File: src/rtl/pcm_gen_pkg.sv
// Shared definitions for the PCM test-signal generator: mode encodings, LFSR taps and helpers.
package pcm_gen_pkg;

  localparam int unsigned MODE_W = 3;

  typedef enum logic [MODE_W-1:0] {
    MODE_SAW    = 3'd0,
    MODE_TRI    = 3'd1,
    MODE_SQUARE = 3'd2,
    MODE_PRBS   = 3'd3,
    MODE_CONST  = 3'd4
  } mode_e;

  typedef enum logic {
    DirUp   = 1'b0,
    DirDown = 1'b1
  } dir_e;

  // Right-shifting Fibonacci form of x^16+x^14+x^13+x^11+1: feedback from bits 0,2,3,5.
  localparam logic [15:0] LFSR_TAPS = 16'h002D;

  function automatic logic [15:0] lfsr_step(logic [15:0] s);
    return {^(s & LFSR_TAPS), s[15:1]};
  endfunction

  // Encodings above CONST are folded onto CONST so mode comparisons stay meaningful.
  function automatic mode_e decode_mode(logic [MODE_W-1:0] m);
    return (m > MODE_CONST) ? MODE_CONST : mode_e'(m);
  endfunction

endpackage

File: src/rtl/pcm_lfsr16.sv
// 16-bit PRBS register; exposes the look-ahead value it will hold once this cycle's shift lands.
module pcm_lfsr16
  import pcm_gen_pkg::*;
#(
  parameter logic [15:0] SEED = 16'hACE1
) (
  input  logic        clk,
  input  logic        rst_n,
  input  logic        restart,
  input  logic        shift_en,
  output logic [15:0] state,
  output logic        at_seed
);

  logic [15:0] lfsr_q, lfsr_d, base;

  always_comb begin
    // A restart re-seeds before the shift, so a restarted sample is one step past SEED.
    base    = restart ? SEED : lfsr_q;
    state   = lfsr_step(base);
    at_seed = (state == SEED);
    lfsr_d  = shift_en ? state : base;
  end

  always_ff @(posedge clk) begin
    if (!rst_n) begin
      lfsr_q <= SEED;
    end else begin
      lfsr_q <= lfsr_d;
    end
  end

endmodule

File: src/rtl/gen_pcm_wave.sv
// Multi-mode PCM test-signal source (saw, triangle, square, PRBS, constant).
// One registered sample per sample_en strobe; config loads take effect on the next later strobe.
module gen_pcm_wave
  import pcm_gen_pkg::*;
#(
  parameter int unsigned DATA_W    = 8,
  parameter int unsigned STEP_W    = 8,
  parameter logic [15:0] PRBS_SEED = 16'hACE1
) (
  input  logic              clk,
  input  logic              rst_n,
  input  logic              sample_en,
  input  logic              cfg_load,
  input  logic [MODE_W-1:0] mode_in,
  input  logic [STEP_W-1:0] step_in,
  output logic [DATA_W-1:0] data_out,
  output logic              data_valid,
  output logic              wrap
);

  localparam int unsigned SumW = DATA_W + 1;
  localparam int unsigned ExtW = (STEP_W > SumW) ? STEP_W : SumW;
  localparam logic [DATA_W-1:0] MaxData = {DATA_W{1'b1}};
  localparam logic [SumW-1:0] MaxVal = {1'b0, MaxData};

  mode_e             mode_q, mode_d, pend_mode_q, pend_mode_d, eff_mode;
  logic [STEP_W-1:0] step_q, step_d, pend_step_q, pend_step_d, eff_step, half_m1;
  logic              pend_valid_q, pend_valid_d;
  logic [DATA_W-1:0] acc_q, acc_d, acc_base;
  dir_e              dir_q, dir_d, dir_base;
  logic [STEP_W-1:0] sq_cnt_q, sq_cnt_d, sq_cnt_base;
  logic              sq_lvl_q, sq_lvl_d, sq_lvl_base;
  logic [DATA_W-1:0] data_out_q, data_out_d, sample;
  logic              data_valid_q, data_valid_d, wrap_q, wrap_d, wrap_c;
  logic              apply, restart, prbs_shift, lfsr_at_seed;
  logic [15:0]       lfsr_nxt;
  logic [ExtW-1:0]   step_wide;
  logic [SumW-1:0]   step_ext, acc_ext, sum, diff;

  pcm_lfsr16 #(
    .SEED(PRBS_SEED)
  ) u_lfsr (
    .clk     (clk),
    .rst_n   (rst_n),
    .restart (restart),
    .shift_en(prbs_shift),
    .state   (lfsr_nxt),
    .at_seed (lfsr_at_seed)
  );

  always_comb begin
    apply       = sample_en & pend_valid_q;
    restart     = apply && (pend_mode_q != mode_q);
    eff_mode    = apply ? pend_mode_q : mode_q;
    eff_step    = apply ? pend_step_q : step_q;
    acc_base    = restart ? '0 : acc_q;
    dir_base    = restart ? DirUp : dir_q;
    sq_cnt_base = restart ? '0 : sq_cnt_q;
    sq_lvl_base = restart ? 1'b0 : sq_lvl_q;
    prbs_shift  = sample_en && (eff_mode == MODE_PRBS);
    step_wide   = ExtW'(eff_step);
    step_ext    = step_wide[SumW-1:0];
    acc_ext     = {1'b0, acc_base};
    sum         = acc_ext + step_ext;
    diff        = acc_ext - step_ext;
    // A zero half-period behaves as one sample per level.
    half_m1     = (eff_step == '0) ? '0 : eff_step - STEP_W'(1);
  end

  always_comb begin
    mode_d       = mode_q;
    step_d       = step_q;
    acc_d        = acc_q;
    dir_d        = dir_q;
    sq_cnt_d     = sq_cnt_q;
    sq_lvl_d     = sq_lvl_q;
    pend_valid_d = pend_valid_q;
    pend_mode_d  = pend_mode_q;
    pend_step_d  = pend_step_q;
    sample       = data_out_q;
    wrap_c       = 1'b0;

    // A load in the same cycle as an apply becomes the new pending entry.
    if (cfg_load) begin
      pend_valid_d = 1'b1;
      pend_mode_d  = decode_mode(mode_in);
      pend_step_d  = step_in;
    end else if (apply) begin
      pend_valid_d = 1'b0;
    end

    if (sample_en) begin
      mode_d   = eff_mode;
      step_d   = eff_step;
      acc_d    = acc_base;
      dir_d    = dir_base;
      sq_cnt_d = sq_cnt_base;
      sq_lvl_d = sq_lvl_base;
      case (eff_mode)
        MODE_SAW: begin
          acc_d  = sum[DATA_W-1:0];
          wrap_c = sum[DATA_W];
          sample = sum[DATA_W-1:0];
        end
        MODE_TRI: begin
          if (step_ext == '0) begin
            acc_d = acc_base;
          end else if (dir_base == DirUp) begin
            if (sum >= MaxVal) begin
              acc_d = MaxData;
              dir_d = DirDown;
            end else begin
              acc_d = sum[DATA_W-1:0];
            end
          end else begin
            if (acc_ext <= step_ext) begin
              acc_d  = '0;
              dir_d  = DirUp;
              wrap_c = 1'b1;
            end else begin
              acc_d = diff[DATA_W-1:0];
            end
          end
          sample = acc_d;
        end
        MODE_SQUARE: begin
          if (sq_cnt_base >= half_m1) begin
            sq_cnt_d = '0;
            sq_lvl_d = ~sq_lvl_base;
            wrap_c   = sq_lvl_base;
          end else begin
            sq_cnt_d = sq_cnt_base + STEP_W'(1);
          end
          sample = sq_lvl_d ? MaxData : '0;
        end
        MODE_PRBS: begin
          sample = DATA_W'(lfsr_nxt);
          wrap_c = lfsr_at_seed;
        end
        default: begin
          sample = step_wide[DATA_W-1:0];
        end
      endcase
    end

    data_out_d   = sample;
    data_valid_d = sample_en;
    wrap_d       = sample_en & wrap_c;
  end

  always_ff @(posedge clk) begin
    if (!rst_n) begin
      mode_q       <= MODE_SAW;
      step_q       <= STEP_W'(1);
      pend_valid_q <= 1'b0;
      pend_mode_q  <= MODE_SAW;
      pend_step_q  <= '0;
      acc_q        <= '0;
      dir_q        <= DirUp;
      sq_cnt_q     <= '0;
      sq_lvl_q     <= 1'b0;
      data_out_q   <= '0;
      data_valid_q <= 1'b0;
      wrap_q       <= 1'b0;
    end else begin
      mode_q       <= mode_d;
      step_q       <= step_d;
      pend_valid_q <= pend_valid_d;
      pend_mode_q  <= pend_mode_d;
      pend_step_q  <= pend_step_d;
      acc_q        <= acc_d;
      dir_q        <= dir_d;
      sq_cnt_q     <= sq_cnt_d;
      sq_lvl_q     <= sq_lvl_d;
      data_out_q   <= data_out_d;
      data_valid_q <= data_valid_d;
      wrap_q       <= wrap_d;
    end
  end

  assign data_out   = data_out_q;
  assign data_valid = data_valid_q;
  assign wrap       = wrap_q;

endmodule

File: config.mk
export PLATFORM = sky130hd
export DESIGN_NAME = gen_pcm_wave
export DESIGN_NICKNAME = d
export VERILOG_FILES = /design/src/rtl/pcm_gen_pkg.sv /design/src/rtl/pcm_lfsr16.sv /design/src/rtl/gen_pcm_wave.sv
export SDC_FILE = /design/constraint.sdc
export NUM_CORES = 1
export LEC_CHECK = 0
export ABC_AREA = 1
export CAP_MARGIN = 20
export CORE_UTILIZATION = 60
export DETAILED_ROUTE_END_ITERATION = 8
export PLACE_DENSITY = 0.89
export SETUP_SLACK_MARGIN = 0.1
export SLEW_MARGIN = 30
export SYNTH_ARGS = -nofsm -noshare
export SYNTH_HDL_FRONTEND = slang
export SYNTH_SLANG_ARGS = --single-unit
File: constraint.sdc
create_clock -name clk -period 10.3 [get_ports clk]
set_input_delay 1.03 -clock clk [delete_from_list [all_inputs] [get_ports clk]]
set_output_delay 1.03 -clock clk [all_outputs]
set_load 0.005 [all_outputs]
==> reports/results.tsv, run 1 <==
stage	metric	value	unit
synthesis	synthFlopType	dfxtp_1	
cts	postCtsHoldBufs	0	
flow_run	drv_cap	0	
floorplanning	start_util	63.41	%
critical_path	ff2ff_path_depth	26	
cts	cts.path.max_buffers	2	
sta	fin_tns_setup	0	ps
floorplanning	rows	31	
sta	fmax	0.1642	GHz
synthesis	synthTopCellsByArea	dfxtp_1 (28%), nand2_1 (13%), nor2_1 (6.7%), inv_1 (6.5%), ha_1 (5.0%)	
place	io_buffers	24	
floorplanning	die_y	90.72	um
critical_path	crit_path_max_fanout	17	
critical_path	rr_endpoint	data_out[1]	
cts	cts_resized	0	
detailed_routing	drt-total-wl	12640	um
synthesis	ys_seq_area_share	28.40	%
detailed_routing	firstDrtPassIters	6	
detailed_routing	vias_per_cell	5.787	
synthesis	synthDistinctLibCells	49	
worst_hold_path	hold_path.startpoint	data_out[0]	
layout	nets	761	
critical_path	crit_path_end_kind	register	
worst_hold_path	hold_path.class	reg2reg	
worst_hold_path	hold_path_depth	2	
cts	cts_root_buf	clkbuf_8	
sta	fin_ws	4209	ps
worst_hold_path	holdPathEnd	data_out[0]	
sta	finClkSkew	13.01	ps
place	gp_congestion	0.9481	
floorplanning	ioPinCount	25	
sta	max_slew_margin	39.55	%
place	hpwl	9451	um
global_routing	grt_remaining_overflow	0	
sta	rsz0062_at_grt	no	
sta	period_minus_slack	6091	ps
sta	setup_viol	0	
global_routing	antenna_found_initial	0	
power_and_ir_drop	p_leak	2.429	nW
floorplanning	core_area	7447	um^2
status	status	finished clean	
critical_path	crit_type	in2reg	
cts	cts_buffers	9	
floorplanning	dieWidth	90.72	um
global_routing	grt_max_degree	31	
global_routing	grt_pass1_wl	21130	um
synthesis	yosys-top-cells-count	nand2_1 (166), nor2_1 (84), inv_1 (82)	
synthesis	synth_edf_count	0	
synthesis	synth_area	4722	um^2
critical_path	cpMostUsedCell	nand2_1	
synthesis	syn_area_per_cell	6.660	um^2
critical_path	cp.arrival	6340	ps
power_and_ir_drop	irDropWorstVdd	0.09957	mV
critical_path	rrSetupSlack	5510	ps
cts	cts_max_level	3	
synthesis	synth_cells	709	
detailed_routing	wl_per_cell	15.23	um
synthesis	netlist.area_leader.share	28.40	%
cts	cts.clk_slew.worst_paths	70	ps
layout	fill_cells	652	
critical_path	r2r-start	pend_valid_q	
layout	utilization	69.39	%
layout	drive_gt1_share	12.86	%
layout	diodes	0	
synthesis	synthArstFlopShare	0	%
synthesis	syn_nets	743	
detailed_routing	drt_iter0_drc	419	
sta	fin_crit_sh	59.13	%
cts	cts_setup_buffers	0	
global_routing	grt_pass1_vias	4590	
sta	maxSlewViolCount	0	
cts	clock_latency	360	ps
critical_path	startpoint	sample_en	
cts	cts_tree	done	
synthesis	synth_seq_cells	67	
synthesis	yosysMostFrequentCell	nand2_1	
critical_path	startpoint_type	input port	
place	pre_cts_slack	4032	ps
floorplanning	die_area	8229	um^2
power_and_ir_drop	pwr_density_cell	136.0	nW/um^2
detailed_routing	vias	4803	
synthesis	yosys_warnings	0	
cts	cts.sinks	67	
global_routing	grt_use_total	31.81	%
detailed_routing	drc	0	
sta	max_slew.worst_pin.slew	901.2	ps
layout	syn2layout_area_growth	9.433	%
critical_path	slowest_stage	clkdlybuf4s50_1	
detailed_routing	ant_nets	0	
critical_path	cp.required	10550	ps
sta	hold_violations	0	
critical_path	cpPeakStageDelay	800	ps
synthesis	yosysTopAreaCell	dfxtp_1	
==> metal layers <==
metal	part of all wire [%]	vias up	GRT usage, %
met2	47	218	53.47
li1	-	2332	-
met3	7.5	35	3.872
met5	0	-	0
met4	2.6	0	14.52
met1	43	2218	40.49
==> layout make-up <==
class	count	area (um^2)	area share [%]
Multi-Input combinational cell	528	2909	56.30
Sequential cell	67	1341	25.96
Inverter	96	362.8	7.022
Timing Repair Buffer	25	247.7	4.794
Clock buffer	10	127.6	2.470
Tap cell	99	123.9	2.397
Clock inverter	5	55.05	1.065
==> through the flow <==
| step | std cells | power [mW] | cell area, um^2 | hold WS (ps) |
|---|---|---|---|---|
| after detailed placement | 815 | 0.4886 | 4985 | 450.7 |
| after floorplan | 709 | 0.4377 | 4722 | 447.9 |
| after CTS | 830 | 0.6967 | 5167 | 460.9 |
| after global placement | 815 | 0.4839 | 4985 | 442.0 |
| after global routing | 830 | 0.7356 | 5167 | 492.3 |
| final | 830 | 0.7026 | 5167 | 461.5 |
==> where the power goes <==
group	internal [mW]	switching (mW)
registers	0.273	0.0102
logic	0.0745	0.133
clock network	0.110	0.103
==> registers in the layout, summed over array words and instances, names as in the netlist <==
| register | count |
|---|---|
| wrap | 1 |
| pend_mode_q | 3 |
| step_q | 8 |
| sq_lvl_q | 1 |
| dir_q | 1 |
| sq_cnt_q | 8 |
| u_lfsr.lfsr_q | 16 |
| pend_valid_q | 1 |
| data_out | 8 |
| pend_step_q | 8 |
| mode_q | 3 |
| data_valid | 1 |
| acc_q | 8 |
==> critical path: cells and delay by family <==
family | cells | cell delay (ps)
AND/OR/NAND/NOR | 12 | 2130
adder cells (fa/ha/maj) | 3 | 780
buffers and inverters | 4 | 1140
AO/OA/AOI/OAI | 8 | 1250
==> how the worst max path moves through the flow <==
stage	end	depth (start not counted)	slack, ps
2_1_floorplan	data_out[1]	28	5630
3_3_place_gp	data_out[1]	27	4340
3_5_place_dp	data_out[1]	27	4030
4_1_cts	data_out[1]	27	4340
5_1_grt	data_out[1]	27	3750
6_report	data_out[1]	27	4210
==> placed cells by master (no fill, tap or decap), types with 7 or more instances in the layout <==
cell type,n
o21ai_1,11
nand3_2,9
clkbuf_8,9
nand4_1,10
a21oi_1,46
nor2_1,84
nand3b_1,9
xnor2_1,7
clkdlybuf4s50_1,24
dfxtp_1,67
nand2_2,15
nand3_1,38
o21ai_0,39
nand2_1,166
inv_1,81
inv_2,13
or2_2,8
nand2_4,10
ha_1,19
==> cells by family after synthesis <==
| family | Yosys count | share of synthesized area [%] |
|---|---|---|
| buffers and inverters | 114 | 9.990 |
| adder cells (fa/ha/maj) | 19 | 5.034 |
| XOR/XNOR | 14 | 2.756 |
| AO/OA/AOI/OAI | 125 | 15.29 |
| flip-flops | 67 | 28.40 |
| AND/OR/NAND/NOR | 370 | 38.53 |
Note: power is estimated with default switching activity, not from simulation.
==> run 2: changes to the inputs <==
==> constraint.sdc (replaced) <==
create_clock -name clk -period 5.9 [get_ports clk]
set_input_delay 0.59 -clock clk [delete_from_list [all_inputs] [get_ports clk]]
set_output_delay 0.59 -clock clk [all_outputs]
set_load 0.005 [all_outputs]
==> reports/results.tsv, run 2 (synthesized netlist as in run 1, its figures left out) <==
stage	metric	value	unit	change
layout	utilization	70.18	%	was 69.39%
sta	fin_crit_sh	87.56	%	
sta	max_slew_margin	47.70	%	was 39.55%
critical_path	crit_type	in2reg		unchanged
layout	design_area	5226	um^2	was 5167 um^2
global_routing	grt_remaining_overflow	0		unchanged
detailed_routing	vias_per_cell	5.774		was 5.787
detailed_routing	ant_nets	0		unchanged
global_routing	grt_use_met2	56.94	%	was 53.47%
layout	final_common_cell	nand2_1		unchanged
layout	stdcell_count	833		was 830
detailed_routing	drt-total-wl	13380	um	was 12640 um
critical_path	startpoint_type	input port		unchanged
cts	cts_buffers	9		unchanged
sta	maxSlewViolCount	0		unchanged
floorplanning	dieWidth	90.72	um	unchanged
global_routing	antenna_found_initial	0		unchanged
layout	largest-register	u_lfsr.lfsr_q		unchanged
status	status	finished clean		unchanged
place	io_buffers	24		unchanged
sta	period_minus_slack	5166	ps	
global_routing	grt_use_met1	42.48	%	was 40.49%
sta	max_slew.worst_pin.slew	781.6	ps	was 901.2 ps
power_and_ir_drop	irDropWorstVdd	0.2382	mV	was 0.09957 mV
sta	setup_viol	0		unchanged
layout	nets	763		was 761
global_routing	grt_max_degree	30		was 31
layout	drive_gt1_share	13.22	%	was 12.86%
cts	cts.sinks	67		unchanged
cts	cts_tree	done		unchanged
detailed_routing	wl_per_cell	16.06	um	was 15.23 um
critical_path	crit_path_max_fanout	14		was 17
layout	most-common-layout-cells	nand2_1 (166), nor2_1 (84), inv_1 (82), dfxtp_1 (67), a21oi_1 (46)		was nand2_1 (166), nor2_1 (84), inv_1 (81), dfxtp_1 (67), a21oi_1 (46)
power_and_ir_drop	p_leak	2.464	nW	was 2.429 nW
cts	cts.path.max_buffers	2		unchanged
floorplanning	core_area	7447	um^2	unchanged
global_routing	grt_pass1_vias	4809		was 4590
critical_path	cp.arrival	5410	ps	was 6340 ps
place	place_inst	817		was 815
detailed_routing	firstDrtPassIters	5		was 6
power_and_ir_drop	power.total	1.304	mW	was 0.7026 mW
floorplanning	die_area	8229	um^2	unchanged
critical_path	crit_path_end_kind	register		unchanged
sta	fmax	0.1936	GHz	
place	hpwl	9815	um	was 9451 um
cts	cts_max_level	3		unchanged
detailed_routing	drc	0		unchanged
cts	cts_setup_buffers	0		unchanged
cts	cts_root_buf	clkbuf_8		unchanged
sta	hold_violations	0		unchanged
place	placed_area	5000	um^2	was 4985 um^2
cts	clock_latency	350	ps	was 360 ps
cts	cts.clk_slew.worst_paths	70	ps	about the same
worst_hold_path	hold_path.class	reg2reg		unchanged
sta	rsz0062_at_grt	no		unchanged
floorplanning	rows	31		unchanged
sta	finClkSkew	14.08	ps	was 13.01 ps
layout	largest_reg_flops	16		unchanged
critical_path	cp.required	6140	ps	was 10550 ps
detailed_routing	drt_iter0_drc	448		was 419
global_routing	busiest_layer	met2		unchanged
sta	fin_tns_setup	0	ps	unchanged
power_and_ir_drop	pwr_density_cell	249.4	nW/um^2	was 136.0 nW/um^2
global_routing	met3_usage	6.566	%	was 3.872%
global_routing	grt_use_total	34.26	%	was 31.81%
floorplanning	die_y	90.72	um	unchanged
global_routing	grt_pass1_wl	22550	um	was 21130 um
cts	cts_resized	0		unchanged
flow_run	drv_cap	0		unchanged
layout	syn2layout_area_growth	10.68	%	was 9.433%
place	gp_congestion	0.9837		was 0.9481
floorplanning	ioPinCount	25		unchanged
layout	diodes	0		unchanged
cts	postCtsHoldBufs	0		unchanged
floorplanning	start_util	63.41	%	unchanged
detailed_routing	vias	4810		was 4803
## run 2: layer usage
layer	vias to the layer above	share of wire [%]	routed length, um
li1	2331	-	-
met1	2206	43	5710
met2	233	47	6269
met3	40	7.3	972
met4	0	3.2	427
met5	-	0	0
## run 2: cell type report
class	instances	area (um^2)
multi-input combinational	528	2909
fill	628	2221
sequential	67	1341
inverter	96	362.8
timing repair buffer	27	262.8
clock buffer	11	141.4
tap	99	123.9
clock inverter	5	85.08
## run 2: final timing paths
path | from | to | slack (ps) | depth (start not counted)
max | sample_en | data_out[2] | 730 | 27
max reg2reg | pend_valid_q | data_out[2] | 1160 | 26
min reg2reg | data_out[0] | data_out[0] | 460 | 2
min | data_out[0] | data_out[0] | 460 | 2
## run 2: critical path, stage by stage
cell and delay [ps]:
clkdlybuf4s50_1 520, nand2_8 180, inv_4 80, or2_2 280, o21ai_1 220, ha_1 230
nand2_1 80, nor2_1 180, inv_1 90, nor3_4 450, or2_2 210, ha_1 220
a21boi_0 140, o21a_1 190, o21a_1 160, o21ai_0 140, nand2_1 70, a21oi_1 130
o21ai_0 140, ha_1 300, nand2_1 90, nand2_1 130, inv_1 160, o21ai_0 120
nand3b_1 190, nand2_1 80, nand2_1 50
## run 2: through the flow
step,hold slack [ps],worst slack (ps)
floorplan,447.9,1669
global placement,443.5,722.7
detailed placement,451.2,530.2
CTS,466.4,838.5
global route,496.9,367.5
finish,463.3,733.9
## run 2: power by group
group / total [mW] / internal, mW / switching, mW
clock: 0.442 / 0.252 / 0.190
combinational: 0.369 / 0.131 / 0.238
sequential: 0.493 / 0.476 / 0.0175
total: 1.30 / 0.859 / 0.445
==> run 3: changes to the inputs <==
--- a/config.mk
+++ b/config.mk
@@ -11,7 +11,7 @@
 export DETAILED_ROUTE_END_ITERATION = 8
 export PLACE_DENSITY = 0.89
 export SETUP_SLACK_MARGIN = 0.1
-export SLEW_MARGIN = 30
+export SLEW_MARGIN = 5
 export SYNTH_ARGS = -nofsm -noshare
 export SYNTH_HDL_FRONTEND = slang
 export SYNTH_SLANG_ARGS = --single-unit
==> results of run 3 <==
Final layout, timing and power as in run 2 (identical DEF).
